<file path="config.mk">
export PLATFORM = sky130hd
export DESIGN_NAME = hazard_unit_pip_flat
export DESIGN_NICKNAME = d
export VERILOG_FILES = /design/src/rtl/hazard_unit_pip_if.sv /design/src/rtl/hazard_unit_pip.sv /design/src/flat_wrapper.sv
export SDC_FILE = /design/constraint.sdc
export NUM_CORES = 1
export LEC_CHECK = 0
export CAP_MARGIN = 20
export CORE_UTILIZATION = 45
export CTS_CLUSTER_DIAMETER = 40
export CTS_CLUSTER_SIZE = 28
export DETAILED_ROUTE_END_ITERATION = 10
export HOLD_SLACK_MARGIN = 0.05
export PLACE_DENSITY = 0.75
export RECOVER_POWER = 25
export SLEW_MARGIN = 15
export SYNTH_ARGS = -nofsm -noshare
export SYNTH_HDL_FRONTEND = slang
export SYNTH_SLANG_ARGS = --single-unit
export TNS_END_PERCENT = 100
</file>
<file path="constraint.sdc">
create_clock -name clk -period 4.1 [get_ports clk]
set_input_delay 0.41 -clock clk [delete_from_list [all_inputs] [get_ports clk]]
set_output_delay 0.41 -clock clk [all_outputs]
set_load 0.005 [all_outputs]
</file>
<file path="src/rtl/hazard_unit_pip_if.sv">
// Signal bundle between the 5-stage pipeline datapath and its hazard unit.
// The datapath (master) supplies register tags and memory status; the hazard
// unit (slave) returns forwarding selects, register enables, flushes and
// observability counters.
//
// Data-memory handshake: dmem_req is held high by the MEM stage for as long as
// an access is outstanding; the access completes in the cycle where
// dmem_req && dmem_ready are both high. Any cycle with dmem_req && !dmem_ready
// is a wait cycle that freezes the whole pipeline.
interface hazard_unit_pip_if #(
  parameter int CNT_W = 32
);
  logic [4:0]       id_rs1;
  logic [4:0]       id_rs2;
  logic             id_uses_rs1;
  logic             id_uses_rs2;
  logic [4:0]       ex_rd;
  logic             ex_reg_write;
  logic             ex_mem_read;
  logic [4:0]       mem_rd;
  logic             mem_reg_write;
  logic             mem_mem_read;
  logic [4:0]       wb_rd;
  logic             wb_reg_write;
  logic             redirect;
  logic             dmem_req;
  logic             dmem_ready;

  logic [1:0]       forward_rs1;
  logic [1:0]       forward_rs2;
  logic             pc_write;
  logic             if_id_write;
  logic             if_id_flush;
  logic             id_ex_write;
  logic             id_ex_flush;
  logic             ex_mem_write;
  logic [1:0]       hazard_state;
  logic [CNT_W-1:0] stall_cycles;
  logic [CNT_W-1:0] flush_count;
  logic             mem_timeout;

  modport master (
    output id_rs1, id_rs2, id_uses_rs1, id_uses_rs2,
    output ex_rd, ex_reg_write, ex_mem_read,
    output mem_rd, mem_reg_write, mem_mem_read,
    output wb_rd, wb_reg_write,
    output redirect, dmem_req, dmem_ready,
    input  forward_rs1, forward_rs2,
    input  pc_write, if_id_write, if_id_flush,
    input  id_ex_write, id_ex_flush, ex_mem_write,
    input  hazard_state, stall_cycles, flush_count, mem_timeout
  );

  modport slave (
    input  id_rs1, id_rs2, id_uses_rs1, id_uses_rs2,
    input  ex_rd, ex_reg_write, ex_mem_read,
    input  mem_rd, mem_reg_write, mem_mem_read,
    input  wb_rd, wb_reg_write,
    input  redirect, dmem_req, dmem_ready,
    output forward_rs1, forward_rs2,
    output pc_write, if_id_write, if_id_flush,
    output id_ex_write, id_ex_flush, ex_mem_write,
    output hazard_state, stall_cycles, flush_count, mem_timeout
  );
endinterface

</file>
<file path="src/rtl/hazard_unit_pip.sv">
// Hazard controller for the 5-stage RV32I pipeline: operand forwarding,
// load-use stalls, memory-wait freezes and branch/jump redirect flushes,
// plus a memory-wait watchdog and saturating stall/flush counters.
module hazard_unit_pip #(
  parameter int CNT_W       = 32,
  parameter int MEM_TIMEOUT = 256
) (
  input logic              clk,
  input logic              rst,   // asynchronous, active low
  hazard_unit_pip_if.slave bus
);

  localparam int WAIT_W = $clog2(MEM_TIMEOUT) + 1;
  localparam logic [WAIT_W-1:0] WAIT_LAST = WAIT_W'(MEM_TIMEOUT - 1);

  // Action taken in a cycle; the registered copy is exported as hazard_state.
  typedef enum logic [1:0] {
    ST_RUN        = 2'b00,
    ST_LOAD_STALL = 2'b01,
    ST_MEM_WAIT   = 2'b10,
    ST_REDIRECT   = 2'b11
  } action_t;

  action_t           action;
  action_t           state_q;
  logic              pending_redirect;
  logic [WAIT_W-1:0] wait_cnt;
  logic              mem_timeout_q;
  logic [CNT_W-1:0]  stall_q;
  logic [CNT_W-1:0]  flush_q;

  logic [1:0] fwd1_c;
  logic [1:0] fwd2_c;
  logic       load_use;
  logic       mem_wait;
  logic       pc_write_c;
  logic       if_id_write_c;
  logic       if_id_flush_c;
  logic       id_ex_write_c;
  logic       id_ex_flush_c;
  logic       ex_mem_write_c;
  logic [1:0] fwd1_o;
  logic [1:0] fwd2_o;

  // Youngest producer wins; loads in EX/MEM have no data yet, so they are
  // skipped here and caught by the load-use stall instead.
  function automatic logic [1:0] fwd_sel(
    input logic       uses,
    input logic [4:0] rs,
    input logic [4:0] ex_rd,
    input logic       ex_wr,
    input logic       ex_ld,
    input logic [4:0] mem_rd,
    input logic       mem_wr,
    input logic       mem_ld,
    input logic [4:0] wb_rd,
    input logic       wb_wr
  );
    logic [1:0] sel;
    sel = 2'b00;
    if (uses && rs != 5'd0) begin
      if (ex_wr && ex_rd == rs && !ex_ld)          sel = 2'b11;
      else if (mem_wr && mem_rd == rs && !mem_ld)  sel = 2'b10;
      else if (wb_wr && wb_rd == rs)               sel = 2'b01;
    end
    return sel;
  endfunction

  // A used, nonzero source that depends on a load still in EX or MEM.
  function automatic logic load_dep(
    input logic       uses,
    input logic [4:0] rs,
    input logic [4:0] ex_rd,
    input logic       ex_wr,
    input logic       ex_ld,
    input logic [4:0] mem_rd,
    input logic       mem_wr,
    input logic       mem_ld
  );
    return uses && rs != 5'd0 &&
           ((ex_wr && ex_ld && ex_rd == rs) ||
            (mem_wr && mem_ld && mem_rd == rs));
  endfunction

  // Forward selects and hazard detection for both ID sources.
  always_comb begin
    fwd1_c = fwd_sel(bus.id_uses_rs1, bus.id_rs1,
                     bus.ex_rd, bus.ex_reg_write, bus.ex_mem_read,
                     bus.mem_rd, bus.mem_reg_write, bus.mem_mem_read,
                     bus.wb_rd, bus.wb_reg_write);
    fwd2_c = fwd_sel(bus.id_uses_rs2, bus.id_rs2,
                     bus.ex_rd, bus.ex_reg_write, bus.ex_mem_read,
                     bus.mem_rd, bus.mem_reg_write, bus.mem_mem_read,
                     bus.wb_rd, bus.wb_reg_write);
    load_use = load_dep(bus.id_uses_rs1, bus.id_rs1,
                        bus.ex_rd, bus.ex_reg_write, bus.ex_mem_read,
                        bus.mem_rd, bus.mem_reg_write, bus.mem_mem_read) ||
               load_dep(bus.id_uses_rs2, bus.id_rs2,
                        bus.ex_rd, bus.ex_reg_write, bus.ex_mem_read,
                        bus.mem_rd, bus.mem_reg_write, bus.mem_mem_read);
    mem_wait = bus.dmem_req && !bus.dmem_ready;
  end

  // Pick this cycle's action by priority: wait, redirect, load stall, run.
  always_comb begin
    action = ST_RUN;
    if (mem_wait)                               action = ST_MEM_WAIT;
    else if (bus.redirect || pending_redirect)  action = ST_REDIRECT;
    else if (load_use)                          action = ST_LOAD_STALL;
  end

  // Decode the action into enables/flushes; reset forces a frozen, flushed pipe.
  always_comb begin
    pc_write_c     = 1'b1;
    if_id_write_c  = 1'b1;
    if_id_flush_c  = 1'b0;
    id_ex_write_c  = 1'b1;
    id_ex_flush_c  = 1'b0;
    ex_mem_write_c = 1'b1;
    fwd1_o         = fwd1_c;
    fwd2_o         = fwd2_c;
    case (action)
      ST_MEM_WAIT: begin
        pc_write_c     = 1'b0;
        if_id_write_c  = 1'b0;
        id_ex_write_c  = 1'b0;
        ex_mem_write_c = 1'b0;
      end
      ST_REDIRECT: begin
        if_id_flush_c = 1'b1;
        id_ex_flush_c = 1'b1;
      end
      ST_LOAD_STALL: begin
        // Hold PC and IF/ID, push a bubble into EX, let older stages drain.
        pc_write_c    = 1'b0;
        if_id_write_c = 1'b0;
        id_ex_flush_c = 1'b1;
      end
      default: ;
    endcase
    if (!rst) begin
      pc_write_c     = 1'b0;
      if_id_write_c  = 1'b0;
      id_ex_write_c  = 1'b0;
      ex_mem_write_c = 1'b0;
      if_id_flush_c  = 1'b1;
      id_ex_flush_c  = 1'b1;
      fwd1_o         = 2'b00;
      fwd2_o         = 2'b00;
    end
  end

  // Action register, redirect latch, watchdog and saturating counters.
  always_ff @(posedge clk or negedge rst) begin
    if (!rst) begin
      state_q          <= ST_RUN;
      pending_redirect <= 1'b0;
      wait_cnt         <= '0;
      mem_timeout_q    <= 1'b0;
      stall_q          <= '0;
      flush_q          <= '0;
    end else begin
      state_q <= action;

      if (!pc_write_c && stall_q != '1)
        stall_q <= stall_q + 1'b1;

      if (action == ST_REDIRECT && flush_q != '1)
        flush_q <= flush_q + 1'b1;

      // A redirect seen while frozen is remembered and replayed on release.
      if (action == ST_MEM_WAIT) begin
        if (bus.redirect)
          pending_redirect <= 1'b1;
      end else if (action == ST_REDIRECT) begin
        pending_redirect <= 1'b0;
      end

      if (action == ST_MEM_WAIT) begin
        if (wait_cnt == WAIT_LAST)
          mem_timeout_q <= 1'b1;
        else
          wait_cnt <= wait_cnt + 1'b1;
      end else begin
        wait_cnt <= '0;
      end
    end
  end

  assign bus.forward_rs1  = fwd1_o;
  assign bus.forward_rs2  = fwd2_o;
  assign bus.pc_write     = pc_write_c;
  assign bus.if_id_write  = if_id_write_c;
  assign bus.if_id_flush  = if_id_flush_c;
  assign bus.id_ex_write  = id_ex_write_c;
  assign bus.id_ex_flush  = id_ex_flush_c;
  assign bus.ex_mem_write = ex_mem_write_c;
  assign bus.hazard_state = state_q;
  assign bus.stall_cycles = stall_q;
  assign bus.flush_count  = flush_q;
  assign bus.mem_timeout  = mem_timeout_q;

endmodule

</file>
<file path="src/flat_wrapper.sv">
// flat-port wrapper written by rule: the top's interface ports become plain ports
module hazard_unit_pip_flat 
#(
  parameter int CNT_W       = 32,
  parameter int MEM_TIMEOUT = 256
)
  (clk, rst, bus_id_rs1, bus_id_rs2, bus_id_uses_rs1, bus_id_uses_rs2, bus_ex_rd, bus_ex_reg_write, bus_ex_mem_read, bus_mem_rd, bus_mem_reg_write, bus_mem_mem_read, bus_wb_rd, bus_wb_reg_write, bus_redirect, bus_dmem_req, bus_dmem_ready, bus_forward_rs1, bus_forward_rs2, bus_pc_write, bus_if_id_write, bus_if_id_flush, bus_id_ex_write, bus_id_ex_flush, bus_ex_mem_write, bus_hazard_state, bus_stall_cycles, bus_flush_count, bus_mem_timeout);
  hazard_unit_pip_if #(.CNT_W(CNT_W)) bus_i ();
  input logic clk;
  input logic rst;
  input wire logic [$bits(bus_i.id_rs1)-1:0] bus_id_rs1;
  input wire logic [$bits(bus_i.id_rs2)-1:0] bus_id_rs2;
  input wire logic [$bits(bus_i.id_uses_rs1)-1:0] bus_id_uses_rs1;
  input wire logic [$bits(bus_i.id_uses_rs2)-1:0] bus_id_uses_rs2;
  input wire logic [$bits(bus_i.ex_rd)-1:0] bus_ex_rd;
  input wire logic [$bits(bus_i.ex_reg_write)-1:0] bus_ex_reg_write;
  input wire logic [$bits(bus_i.ex_mem_read)-1:0] bus_ex_mem_read;
  input wire logic [$bits(bus_i.mem_rd)-1:0] bus_mem_rd;
  input wire logic [$bits(bus_i.mem_reg_write)-1:0] bus_mem_reg_write;
  input wire logic [$bits(bus_i.mem_mem_read)-1:0] bus_mem_mem_read;
  input wire logic [$bits(bus_i.wb_rd)-1:0] bus_wb_rd;
  input wire logic [$bits(bus_i.wb_reg_write)-1:0] bus_wb_reg_write;
  input wire logic [$bits(bus_i.redirect)-1:0] bus_redirect;
  input wire logic [$bits(bus_i.dmem_req)-1:0] bus_dmem_req;
  input wire logic [$bits(bus_i.dmem_ready)-1:0] bus_dmem_ready;
  output wire logic [$bits(bus_i.forward_rs1)-1:0] bus_forward_rs1;
  output wire logic [$bits(bus_i.forward_rs2)-1:0] bus_forward_rs2;
  output wire logic [$bits(bus_i.pc_write)-1:0] bus_pc_write;
  output wire logic [$bits(bus_i.if_id_write)-1:0] bus_if_id_write;
  output wire logic [$bits(bus_i.if_id_flush)-1:0] bus_if_id_flush;
  output wire logic [$bits(bus_i.id_ex_write)-1:0] bus_id_ex_write;
  output wire logic [$bits(bus_i.id_ex_flush)-1:0] bus_id_ex_flush;
  output wire logic [$bits(bus_i.ex_mem_write)-1:0] bus_ex_mem_write;
  output wire logic [$bits(bus_i.hazard_state)-1:0] bus_hazard_state;
  output wire logic [$bits(bus_i.stall_cycles)-1:0] bus_stall_cycles;
  output wire logic [$bits(bus_i.flush_count)-1:0] bus_flush_count;
  output wire logic [$bits(bus_i.mem_timeout)-1:0] bus_mem_timeout;
  assign bus_i.id_rs1 = bus_id_rs1;
  assign bus_i.id_rs2 = bus_id_rs2;
  assign bus_i.id_uses_rs1 = bus_id_uses_rs1;
  assign bus_i.id_uses_rs2 = bus_id_uses_rs2;
  assign bus_i.ex_rd = bus_ex_rd;
  assign bus_i.ex_reg_write = bus_ex_reg_write;
  assign bus_i.ex_mem_read = bus_ex_mem_read;
  assign bus_i.mem_rd = bus_mem_rd;
  assign bus_i.mem_reg_write = bus_mem_reg_write;
  assign bus_i.mem_mem_read = bus_mem_mem_read;
  assign bus_i.wb_rd = bus_wb_rd;
  assign bus_i.wb_reg_write = bus_wb_reg_write;
  assign bus_i.redirect = bus_redirect;
  assign bus_i.dmem_req = bus_dmem_req;
  assign bus_i.dmem_ready = bus_dmem_ready;
  assign bus_forward_rs1 = bus_i.forward_rs1;
  assign bus_forward_rs2 = bus_i.forward_rs2;
  assign bus_pc_write = bus_i.pc_write;
  assign bus_if_id_write = bus_i.if_id_write;
  assign bus_if_id_flush = bus_i.if_id_flush;
  assign bus_id_ex_write = bus_i.id_ex_write;
  assign bus_id_ex_flush = bus_i.id_ex_flush;
  assign bus_ex_mem_write = bus_i.ex_mem_write;
  assign bus_hazard_state = bus_i.hazard_state;
  assign bus_stall_cycles = bus_i.stall_cycles;
  assign bus_flush_count = bus_i.flush_count;
  assign bus_mem_timeout = bus_i.mem_timeout;
  hazard_unit_pip #(.CNT_W(CNT_W), .MEM_TIMEOUT(MEM_TIMEOUT)) u_core (.clk(clk), .rst(rst), .bus(bus_i));
endmodule
</file>
==> metrics.md, run 1 <==
| Metric | Value |
|---|---|
| HP Class | `reg2reg` |
| Final WL | `9730 um` |
| Hold wc startpoint | `u_core.bus.mem_timeout` |
| Min-Delay Path Depth | `1` |
| Overflow after GRT | `0` |
| CTS HTree Levels | `3` |
| Final setup vio count | `0` |
| Cell Area, Synth | `4230 um2` |
| Final Max Tran Viols | `50` |
| Final worst slack | `0.300 ns` |
| Worst-Skew Late Latency | `0.35 ns` |
| Synth top area share | `45.5%` |
| First-pass DRT Iterations | `4` |
| DR WL/cell | `14.7 um` |
| Number of global-route vias before repair | `3532` |
| Count of buffers from port buffering | `113` |
| Synth area leader | `dfrtp_1` |
| Crit-path slowest cell | `or4_1` |
| Global Route Usage Sum | `21.0%` |
| Rel. slew slack | `-70.5%` |
| Top post-synthesis cells by area | `dfrtp_1 (46%), xnor2_1 (9.7%), xor2_1 (9.1%)` |
| Drc violations | `0` |
| Initial core utilization | `46.0%` |
| Fmax | `0.263 GHz` |
| Sequential fraction of the synthesis area | `45.5%` |
| Critical Path AT | `3.39 ns` |
| Vias post-DR | `3664` |
| CTS Sinks | `77` |
| Crit path cell chain | `clkdlybuf4s50_1 -> or4_1 -> o21ai_0 -> nor2_1 -> a21oi_1 -> a31oi_1 -> ha_1 -> nand2b_1 -> inv_1 -> clkdlybuf4s50_1` |
| Post-CTS Setup Repair Bufs | `0` |
| Failing checks | `capacitance limit, slew limit` |
| Die width | `99.0 um` |
| CTS root buffer | `clkbuf_8` |
| Area growth syn-to-layout | `34.3%` |
| R2R setup slack | `1.46 ns` |
| Multi-input logic area | `2230 um2` |
| Final hold viol count | `0` |
| Worst Setup SP | `bus_id_rs2[2]` |
| Reg area | `1930 um2` |
| Fillcell total | `791` |
| Die span in y | `99.0 um` |
| Fin crit share | `92.7%` |
| Critical Path Fanout Max | `6` |
| # rows | `35` |
| Slew @ Worst Pin | `2.56 ns` |
| Maximum vdd ir drop | `0.262 mV` |
| Unique masters post-synth | `46` |
| Worst EP required | `3.69 ns` |
| Avg Cell Area, Syn | `9.94 um2` |
| Most frequent cells in the layout | `clkdlybuf4s50_1 (107), dfrtp_1 (77), xnor2_1 (47)` |
| Final Cell Area | `5690 um2` |
| First-pass GRT wire length | `16400 um` |
| Hold slack | `0.460 ns` |
| Nets | `592` |
| Status | `finished with violations` |
| Drt initial violations | `110` |
| Core footprint | `9200 um2` |
| Cell Pwr Density | `335 nW/um2` |
| Mapped Cells | `426` |
| Layout cell share with drive strength beyond 1 | `5.61%` |
| Total number of yosys warnings | `0` |
| Max-cap violations | `1` |
| Reg-to-reg critical path endpoint | `u_core.bus.stall_cycles[30]` |
| Post-Synthesis Net Count | `468` |
| Routability congestion estimate | `0.848` |
| Flop and latch count out of synthesis | `77` |
| Most common cell after layout, fill and taps aside | `clkdlybuf4s50_1` |
| Most common cell on crit path | `clkdlybuf4s50_1` |
| Placed inst area | `5510 um2` |
| Worst setup SP type | `primary input` |
| Initial antenna violation count | `0` |
| Worst Skew | `0.00948 ns` |
| Leakage | `0.00234 uW` |
| RSZ-0062 raised after global routing | `no` |
| R2R Path Start | `u_core.pending_redirect` |
| CTS tree | `built` |
| Clock buffer depth | `2` |
| Post-Route Setup TNS | `0 ns` |
| Io pins | `114` |
| Via density | `5.52` |
| Fin crit period | `3.80 ns` |
| Placement Setup Slack | `0.0824 ns` |
| Worst path max stage delay | `0.56 ns` |
| Total CTS buffers | `9` |
| Routed Antenna Nets | `0` |
| Ant diodes | `0` |
| Clk pin slew, worst setup/hold paths | `0.07 ns` |
| R2r worst-path depth | `9` |
| Setup crit end kind | `output port` |
| Crit Path Category | `in2out` |
| Largest net degree at the start of global routing | `50` |
| Hold path endpoint | `u_core.bus.mem_timeout` |
| Post-detail-place hpwl | `7450 um` |
| Total die area | `9800 um2` |
## sequential cells by signal (all words and copies together) (netlist names)
name / count
u_core.bus.stall_cycles: 32
u_core.pending_redirect: 1
u_core.bus.flush_count: 32
u_core.bus.mem_timeout: 1
u_core.bus.hazard_state: 2
u_core.wait_cnt: 9
## per-layer routing
metal / up-vias / GRT usage (%) / share of wire [%]
li1: 1767 / - / -
met1: 1744 / 26.5 / 44
met2: 133 / 34.3 / 48
met3: 20 / 6.10 / 6.0
met4: 0 / 7.81 / 1.6
met5: - / 0 / 0
## worst max path at each step
stage                                              to  slack [ns]  cells after the start
after floorplan           u_core.bus.stall_cycles[30]        0.95                     12
after global placement    u_core.bus.stall_cycles[28]        0.24                     12
after detailed placement  u_core.bus.stall_cycles[30]        0.08                     12
after CTS                                bus_pc_write        0.28                     10
after global routing                  bus_if_id_write        0.10                     10
final                                 bus_if_id_write        0.30                     10
## report_power, final
group | internal (uW) | switching [uW]
registers | 833 | 91.2
clock network | 272 | 266
logic | 259 | 185
total | 1360 | 543
## critical path: cells and delay by family
family / cells / cell delay (ns)
simple gates: 3 / 0.86
fa+ha+maj: 1 / 0.33
buf+inv: 3 / 1.17
compound gates: 3 / 0.63
## synth_stat cells (all sizes together)
cell and instances:
nor4b 3, nor2 34, a32oi 1, dfrtp 77
or4 5, mux2i 1, nand3 32, nand2b 4
a211oi 1, o311ai 1, buf 4, xnor2 47
inv 8, or2 1, nor3 19, and2 3
o211ai 3, nand4b 2, o41ai 1, a41oi 1
o311a 1, nand4 25, nor4 13, o21ai 6
or3 9, a21oi 15, nor3b 2, xor2 44
nand2 30, ha 5, nor2b 5, and3 8
and4 4, o31a 1, a31oi 3, mux2 2
clkbuf 4, a21o 1
## per-stage QoR
step	cells	utilization (%)	power (uW)
after detailed placement	649	59.9	1390
after global placement	649	59.9	1380
after global routing	664	61.8	2020
final	664	61.8	1910
after floorplan	426	-	1120
after CTS	664	61.9	1930
## cells by family (layout without fill, tap and decap cells)
group	count (synthesis)	in the layout	synth area share, %
adders and majority gates	5	5	1.48
and+or+nand+nor	199	199	26.1
AOI/OAI and AO/OA	35	35	5.53
buffers and inverters	16	143	1.80
DFF	77	77	45.5
muxes	3	3	0.769
xor gates and xnor gates	91	91	18.8
## layout make-up
cell class	instances	share of cell area [%]
Multi-Input combinational cell	333	39.2
Sequential cell	77	33.9
Timing Repair Buffer	121	20.8
Tap cell	111	2.44
Clock buffer	9	2.18
Clock inverter	5	0.946
Inverter	8	0.528
## repair_timing
item                                   4_1_cts  5_1_grt
endpoints found under the hold margin       28        0
gates resized for setup                      0        0
hold buffers                                 1        0
Note: power is estimated with default switching activity, not from simulation.
==> run 2, diff against run 1 <==
- CORE_UTILIZATION: 45 -> 40
- PLACE_DENSITY: 0.75 -> 0.68
- TNS_END_PERCENT: 100 -> unset
==> run 2 against run 1 <==
Effect of this change: sequential power increased by 0.6%; worst hold slack got worse by 0.0039 ns; utilization decreased by 5.8 points; via count decreased by 0.57%; clock-buffer cell count increased by 2; cell count increased by 4.5%; first-iteration DRC count increased by 5.5%; sequential share of layout area decreased by 0.40 points; the flow still finishes with violations (capacitance limit, slew limit); critical path depth unchanged; non-clock buffer count increased by 3.
==> metrics.md, run 2 (synthesis results as in run 1) <==
| Metric | Value |
|---|---|
| Nets | `595 (was 592)` |
| Clock buffer depth | `2 (unchanged)` |
| Fin crit share | `91.6% (was 92.7%)` |
| Ant diodes | `0 (unchanged)` |
| Worst-Skew Late Latency | `0.35 ns (about the same)` |
| Post-detail-place hpwl | `7530 um (was 7450 um)` |
| Cell family with most CP delay | `buffers and inverters (unchanged)` |
| # rows | `37 (was 35)` |
| Combinational Power Share | `22.8% (was 23.3%)` |
| Routed Antenna Nets | `0 (unchanged)` |
| Switching power | `564 uW (was 543 uW)` |
| Worst EP required | `3.69 ns (about the same)` |
| Failing checks | `capacitance limit, slew limit (unchanged)` |
| Most common cell after layout, fill and taps aside | `clkdlybuf4s50_1 (unchanged)` |
| Crit Path Category | `in2out (unchanged)` |
| CTS root buffer | `clkbuf_8 (unchanged)` |
| First-pass DRT Iterations | `4 (unchanged)` |
| Worst Skew | `0.0128 ns (was 0.00948 ns)` |
| Post-CTS Setup Repair Bufs | `0 (unchanged)` |
| Count of buffers from port buffering | `113 (unchanged)` |
| Placed insts | `677 (was 649)` |
| Hold path endpoint | `u_core.bus.mem_timeout (unchanged)` |
| Status | `finished with violations (unchanged)` |
| Met2 Usage GRT | `31.7% (was 34.3%)` |
| Final hold viol count | `0 (unchanged)` |
| First-pass GRT wire length | `16900 um (was 16400 um)` |
| Global Route Usage Sum | `19.0% (was 21.0%)` |
| Io pins | `114 (unchanged)` |
| Worst setup SP type | `primary input (unchanged)` |
| Final setup vio count | `0 (unchanged)` |
| Most common cell on crit path | `clkdlybuf4s50_1 (unchanged)` |
| Met3 Usage GRT | `4.99% (was 6.10%)` |
| Fin cells | `694 (was 664)` |
| Vias post-DR | `3643 (was 3664)` |
| Cell Pwr Density | `338 nW/um2 (was 335 nW/um2)` |
| Critical Path Fanout Max | `6 (unchanged)` |
| Clk pin slew, worst setup/hold paths | `0.07 ns (about the same)` |
| Critical Path AT | `3.35 ns (was 3.39 ns)` |
| Reg-to-reg critical path endpoint | `u_core.bus.stall_cycles[30] (unchanged)` |
| CTS tree | `built (unchanged)` |
| Overflow after GRT | `0 (unchanged)` |
| Max-cap violations | `1 (unchanged)` |
| Hold wc startpoint | `u_core.bus.mem_timeout (unchanged)` |
| Cell Int Power | `1380 uW (was 1360 uW)` |
| Die span in y | `105 um (was 99.0 um)` |
| CTS resizes | `0 (unchanged)` |
| Maximum vdd ir drop | `0.260 mV (was 0.262 mV)` |
| Crit path cell chain | `clkdlybuf4s50_1 -> or4_1 -> o21ai_0 -> nor4_1 -> a21oi_1 -> a31oi_1 -> ha_1 -> nand2b_1 -> inv_1 -> clkdlybuf4s50_1 (was clkdlybuf4s50_1 -> or4_1 -> o21ai_0 -> nor2_1 -> a21oi_1 -> a31oi_1 -> ha_1 -> nand2b_1 -> inv_1 -> clkdlybuf4s50_1)` |
| Hold slack | `0.456 ns (was 0.460 ns)` |
| Initial antenna violation count | `0 (unchanged)` |
| Slew @ Worst Pin | `2.10 ns (was 2.56 ns)` |
| Total die area | `11000 um2 (was 9800 um2)` |
| Leakage | `0.00234 uW (about the same)` |
| Portion of total power attributed to sequential cells | `47.9% (was 48.5%)` |
| Fmax | `0.266 GHz (was 0.263 GHz)` |
| Final WL | `9840 um (was 9730 um)` |
| Routability congestion estimate | `0.874 (was 0.848)` |
| Core footprint | `10300 um2 (was 9200 um2)` |
| R2r worst-path depth | `9 (unchanged)` |
| Most frequent cells in the layout | `clkdlybuf4s50_1 (108), dfrtp_1 (77), xnor2_1 (47) (was clkdlybuf4s50_1 (107), dfrtp_1 (77), xnor2_1 (47))` |
| Area growth syn-to-layout | `35.9% (was 34.3%)` |
| DR WL/cell | `14.2 um (was 14.7 um)` |
| Min-Delay Path Depth | `1 (unchanged)` |
| GRT busiest layer | `met2 (unchanged)` |
| HP Class | `reg2reg (unchanged)` |
| Clock group share of total power | `29.4% (was 28.2%)` |
| Worst path max stage delay | `0.55 ns (was 0.56 ns)` |
| Switching Fraction | `29.0% (was 28.5%)` |
| Via density | `5.25 (was 5.52)` |
| Drc violations | `0 (unchanged)` |
| Rel. slew slack | `-40.1% (was -70.5%)` |
| Die width | `105 um (was 99.0 um)` |
| R2R setup slack | `1.44 ns (was 1.46 ns)` |
| RSZ-0062 raised after global routing | `no (unchanged)` |
| CTS HTree Levels | `3 (unchanged)` |
| CTS Sinks | `77 (unchanged)` |
| CP bufs+invs | `3 (unchanged)` |
| Drt initial violations | `116 (was 110)` |
| R2R Path Start | `u_core.pending_redirect (unchanged)` |
| Setup crit end kind | `output port (unchanged)` |
| Number of global-route vias before repair | `3612 (was 3532)` |
| Total CTS buffers | `9 (unchanged)` |
| Post-Route Setup TNS | `0 ns (unchanged)` |
| Initial core utilization | `41.2% (was 46.0%)` |
| Number of hold buffers added after CTS | `1 (unchanged)` |
| Grt met1 use | `24.8% (was 26.5%)` |
| Largest net degree at the start of global routing | `45 (was 50)` |
| Final Max Tran Viols | `42 (was 50)` |
| Layout cell share with drive strength beyond 1 | `6.09% (was 5.61%)` |
| Fin crit period | `3.76 ns (was 3.80 ns)` |
| Crit-path slowest cell | `or4_1 (unchanged)` |
## run 2: worst max path at each step
stage             startpoint                          end  slack [ns]  cells after the start
2_1_floorplan  bus_id_rs2[0]  u_core.bus.stall_cycles[30]        0.95                     12
3_3_place_gp   bus_id_rs2[0]  u_core.bus.stall_cycles[28]        0.25                     12
3_5_place_dp   bus_id_rs1[2]  u_core.bus.stall_cycles[30]        0.12                     12
4_1_cts        bus_id_rs1[2]                 bus_pc_write        0.30                     10
5_1_grt        bus_id_rs2[0]                 bus_pc_write        0.18                     10
6_report       bus_id_rs1[2]                 bus_pc_write        0.34                     10
## run 2: per-stage QoR
step | total power, uW | setup WS (ns) | utilization [%] | instance area (um2)
2_1_floorplan | 1120 | 0.955 | - | 4230
3_3_place_gp | 1380 | 0.254 | 54.1 | 5560
3_5_place_dp | 1390 | 0.124 | 54.1 | 5560
4_1_cts | 1970 | 0.299 | 56.1 | 5760
5_1_grt | 2060 | 0.177 | 56.0 | 5750
6_report | 1940 | 0.343 | 56.0 | 5750
## run 2: per-layer routing
layer	vias up	share of wire, %
met5	-	0
met4	0	0.54
met3	7	5.4
met2	103	48
met1	1744	46
li1	1789	-
## run 2: area by class of cell
class	instances	area, um2
clock buffers	11	131
flip-flops and latches	77	1930
multi-input cells	333	2230
clock inverters	5	60.1
repair buffers	124	1210
well taps	136	170
fillers	943	4520
inverters	8	30.0
## run 2: power groups by stage
stage | sequential, uW | clock, uW | combinational, uW
finish | 930 | 570 | 442
global route | 942 | 620 | 493
CTS | 928 | 589 | 452
detailed placement | 943 | 0 | 448
global placement | 941 | 0 | 442
floorplan | 927 | 0 | 190
## run 2: worst reg2reg max path, delay by kind of cell (launching register included)
kind | cells | cell delay [ns]
and+or+nand+nor | 5 | 1.46
AOI/OAI and AO/OA | 2 | 0.27
adders and majority gates | 1 | 0.31
DFF | 1 | 0.38
xor gates and xnor gates | 1 | 0.16
==> run 3, diff against run 2 <==
- CELL_PAD_IN_SITES_DETAIL_PLACEMENT: unset -> 1
- CELL_PAD_IN_SITES_GLOBAL_PLACEMENT: unset -> 2
- CORE_UTILIZATION: 40 -> 32
- PLACE_DENSITY: 0.68 -> unset
- PLACE_DENSITY_LB_ADDON: unset -> 0.1
==> run 3 against run 2 <==
Effect of this change: the run now ends clean; die area up 24%; design area up 2.5%; sequential power down 1%; flip-flop and latch count unchanged; first-iteration DRC count up 0.86%; register-to-register slack better by 0.02 ns; maximum frequency down 2.4%; critical endpoint is now bus_if_id_write; largest cell class unchanged; highest routed layer unchanged.
==> metrics.md, run 3 (synthesis results as in run 1) <==
| Metric | Value |
|---|---|
| Hold path endpoint | `u_core.bus.mem_timeout (unchanged)` |
| DR WL/cell | `16.1 um (was 14.2 um)` |
| Fin crit share | `93.9% (was 91.6%)` |
| Cell Pwr Density | `363 nW/um2 (was 338 nW/um2)` |
| CTS Sinks | `77 (unchanged)` |
| HP Class | `reg2reg (unchanged)` |
| Drt initial violations | `117 (was 116)` |
| Placed inst area | `5610 um2 (was 5560 um2)` |
| Setup crit end kind | `output port (unchanged)` |
| Clk pin slew, worst setup/hold paths | `0.06 ns (was 0.07 ns)` |
| Core footprint | `12800 um2 (was 10300 um2)` |
| Post-Route Setup TNS | `0 ns (unchanged)` |
| Multi-input logic area | `2230 um2 (unchanged)` |
| CTS resizes | `0 (unchanged)` |
| Initial antenna violation count | `0 (unchanged)` |
| Total die area | `13700 um2 (was 11000 um2)` |
| Switching Fraction | `28.3% (was 29.0%)` |
| Rel. slew slack | `46.2% (was -40.1%)` |
| Number of global-route vias before repair | `3812 (was 3612)` |
| Top Metal Used | `met4 (unchanged)` |
| Count of buffers from port buffering | `113 (unchanged)` |
| Overflow after GRT | `0 (unchanged)` |
| Largest net degree at the start of global routing | `55 (was 45)` |
| Final setup vio count | `0 (unchanged)` |
| Maximum vdd ir drop | `0.234 mV (was 0.260 mV)` |
| Layout cell share with drive strength beyond 1 | `6.45% (was 6.09%)` |
| Reg-to-reg critical path endpoint | `u_core.bus.stall_cycles[28] (was u_core.bus.stall_cycles[30])` |
| Reg area | `1930 um2 (unchanged)` |
| Status | `completed (was finished with violations)` |
| Fmax | `0.260 GHz (was 0.266 GHz)` |
| Max-cap violations | `0 (was 1)` |
| Total CTS buffers | `9 (unchanged)` |
| Ant diodes | `0 (unchanged)` |
| Area growth syn-to-layout | `39.3% (was 35.9%)` |
| R2R setup slack | `1.46 ns (was 1.44 ns)` |
| Clock group share of total power | `35.6% (was 29.4%)` |
| Portion of total power attributed to sequential cells | `43.0% (was 47.9%)` |
| Crit Path Category | `in2out (unchanged)` |
| Routed wl met3 | `535 um (was 529 um)` |
| Combinational Power Share | `21.4% (was 22.8%)` |
| Post-detail-place hpwl | `9000 um (was 7530 um)` |
| First-pass DRT Iterations | `4 (unchanged)` |
| Worst-Skew Late Latency | `0.34 ns (was 0.35 ns)` |
| Switching power | `607 uW (was 564 uW)` |
| RSZ-0062 raised after global routing | `no (unchanged)` |
| Final Max Tran Viols | `0 (was 42)` |
| Critical Path AT | `3.44 ns (was 3.35 ns)` |
| Global Route Usage Sum | `18.4% (was 19.0%)` |
| Initial core utilization | `33.1% (was 41.2%)` |
| Metal-1 WL | `5460 um (was 4510 um)` |
| Final Cell Area | `5900 um2 (was 5750 um2)` |
| Slew @ Worst Pin | `0.799 ns (was 2.10 ns)` |
| Worst setup SP type | `primary input (unchanged)` |
| Routed Antenna Nets | `0 (unchanged)` |
| Worst Skew | `0.00784 ns (was 0.0128 ns)` |
| R2r worst-path depth | `9 (unchanged)` |
| Clock buffer depth | `2 (unchanged)` |
| R2R Path Start | `u_core.pending_redirect (unchanged)` |
| Vias post-DR | `3612 (was 3643)` |
| Critical Path Fanout Max | `6 (unchanged)` |
| Via density | `4.95 (was 5.25)` |
| Routability congestion estimate | `0.812 (was 0.874)` |
| CTS root buffer | `clkbuf_16 (was clkbuf_8)` |
| Min-Delay Path Depth | `1 (unchanged)` |
| Worst EP required | `3.69 ns (about the same)` |
| Cell Int Power | `1530 uW (was 1380 uW)` |
| Leakage | `0.00246 uW (was 0.00234 uW)` |
| # rows | `41 (was 37)` |
| Met2 WL | `5610 um (was 4740 um)` |
| Die span in y | `117 um (was 105 um)` |
| Final WL | `11700 um (was 9840 um)` |
| Nets | `595 (unchanged)` |
| Io pins | `114 (unchanged)` |
| CTS tree | `built (unchanged)` |
| CTS HTree Levels | `3 (unchanged)` |
| Die width | `117 um (was 105 um)` |
| Fillcell total | `1429 (was 943)` |
| Most common cell after layout, fill and taps aside | `clkdlybuf4s50_1 (unchanged)` |
| First-pass GRT wire length | `19200 um (was 16900 um)` |
| Most frequent cells in the layout | `clkdlybuf4s50_1 (83), dfrtp_1 (77), xnor2_1 (47) (was clkdlybuf4s50_1 (108), dfrtp_1 (77), xnor2_1 (47))` |
| Drc violations | `0 (unchanged)` |
| Final hold viol count | `0 (unchanged)` |
| Hold wc startpoint | `u_core.bus.mem_timeout (unchanged)` |
| Fin crit period | `3.85 ns (was 3.76 ns)` |
==> run 3: layout make-up <==
type | count | area share, %
inverter | 8 | 0.509
clock buffer | 13 | 4.41
timing repair buffer | 124 | 20.6
sequential | 77 | 32.7
multi-input combinational | 333 | 37.8
clock inverter | 3 | 0.340
tap | 172 | 3.65
==> run 3: worst max-delay path by stage <==
stage	start	slack [ns]	endpoint
after detailed placement	bus_id_rs2[0]	0.15	u_core.bus.stall_cycles[28]
after floorplan	bus_id_rs2[0]	0.95	u_core.bus.stall_cycles[30]
after CTS	bus_id_rs2[0]	0.24	bus_pc_write
after global routing	bus_id_rs1[1]	0.09	bus_if_id_write
final	bus_id_rs2[0]	0.25	bus_if_id_write
after global placement	bus_id_rs1[1]	0.29	u_core.bus.stall_cycles[30]
==> run 3: power groups by stage <==
| stage | combinational [uW] | sequential (uW) | clock, uW |
|---|---|---|---|
| finish | 459 | 920 | 763 |
| global route | 519 | 938 | 817 |
| CTS | 481 | 923 | 783 |
| detailed placement | 476 | 936 | 0 |
| global placement | 471 | 933 | 0 |
| floorplan | 190 | 927 | 0 |
==> run 3: critical path, stage by stage <==
cell and delay, ns:
clkdlybuf4s50_1 0.43, or4_1 0.58, o21ai_0 0.33, nor2_1 0.08
a21oi_1 0.22, a31oi_1 0.14, ha_1 0.31, nand2b_1 0.26
inv_1 0.17, clkdlybuf4s50_1 0.51
==> run 3: stage by stage <==
step                      cells  power [uW]  hold WS, ns  worst slack [ns]  utilization [%]
final                       730        2140        0.455             0.251             46.2
after global routing        730        2270        0.491            0.0855             46.2
after CTS                   730        2190        0.470             0.241             46.2
after detailed placement    713        1410        0.374             0.154             43.9
after global placement      713        1400        0.377             0.288             43.9
after floorplan             426        1120        0.114             0.955                -
==> run 3: layer usage <==
layer  track usage (%)  vias to the layer above
li1                  -                     1776
met1              23.6                     1751
met2              30.6                       69
met3              4.38                       16
met4              5.57                        0
met5                 0                        -
==> run 3: timing repair <==
| action | in CTS | in global routing |
|---|---|---|
| buffers inserted | 0 | 0 |
| hold buffers | 1 | 0 |
| hold endpoints to repair | 23 | 0 |
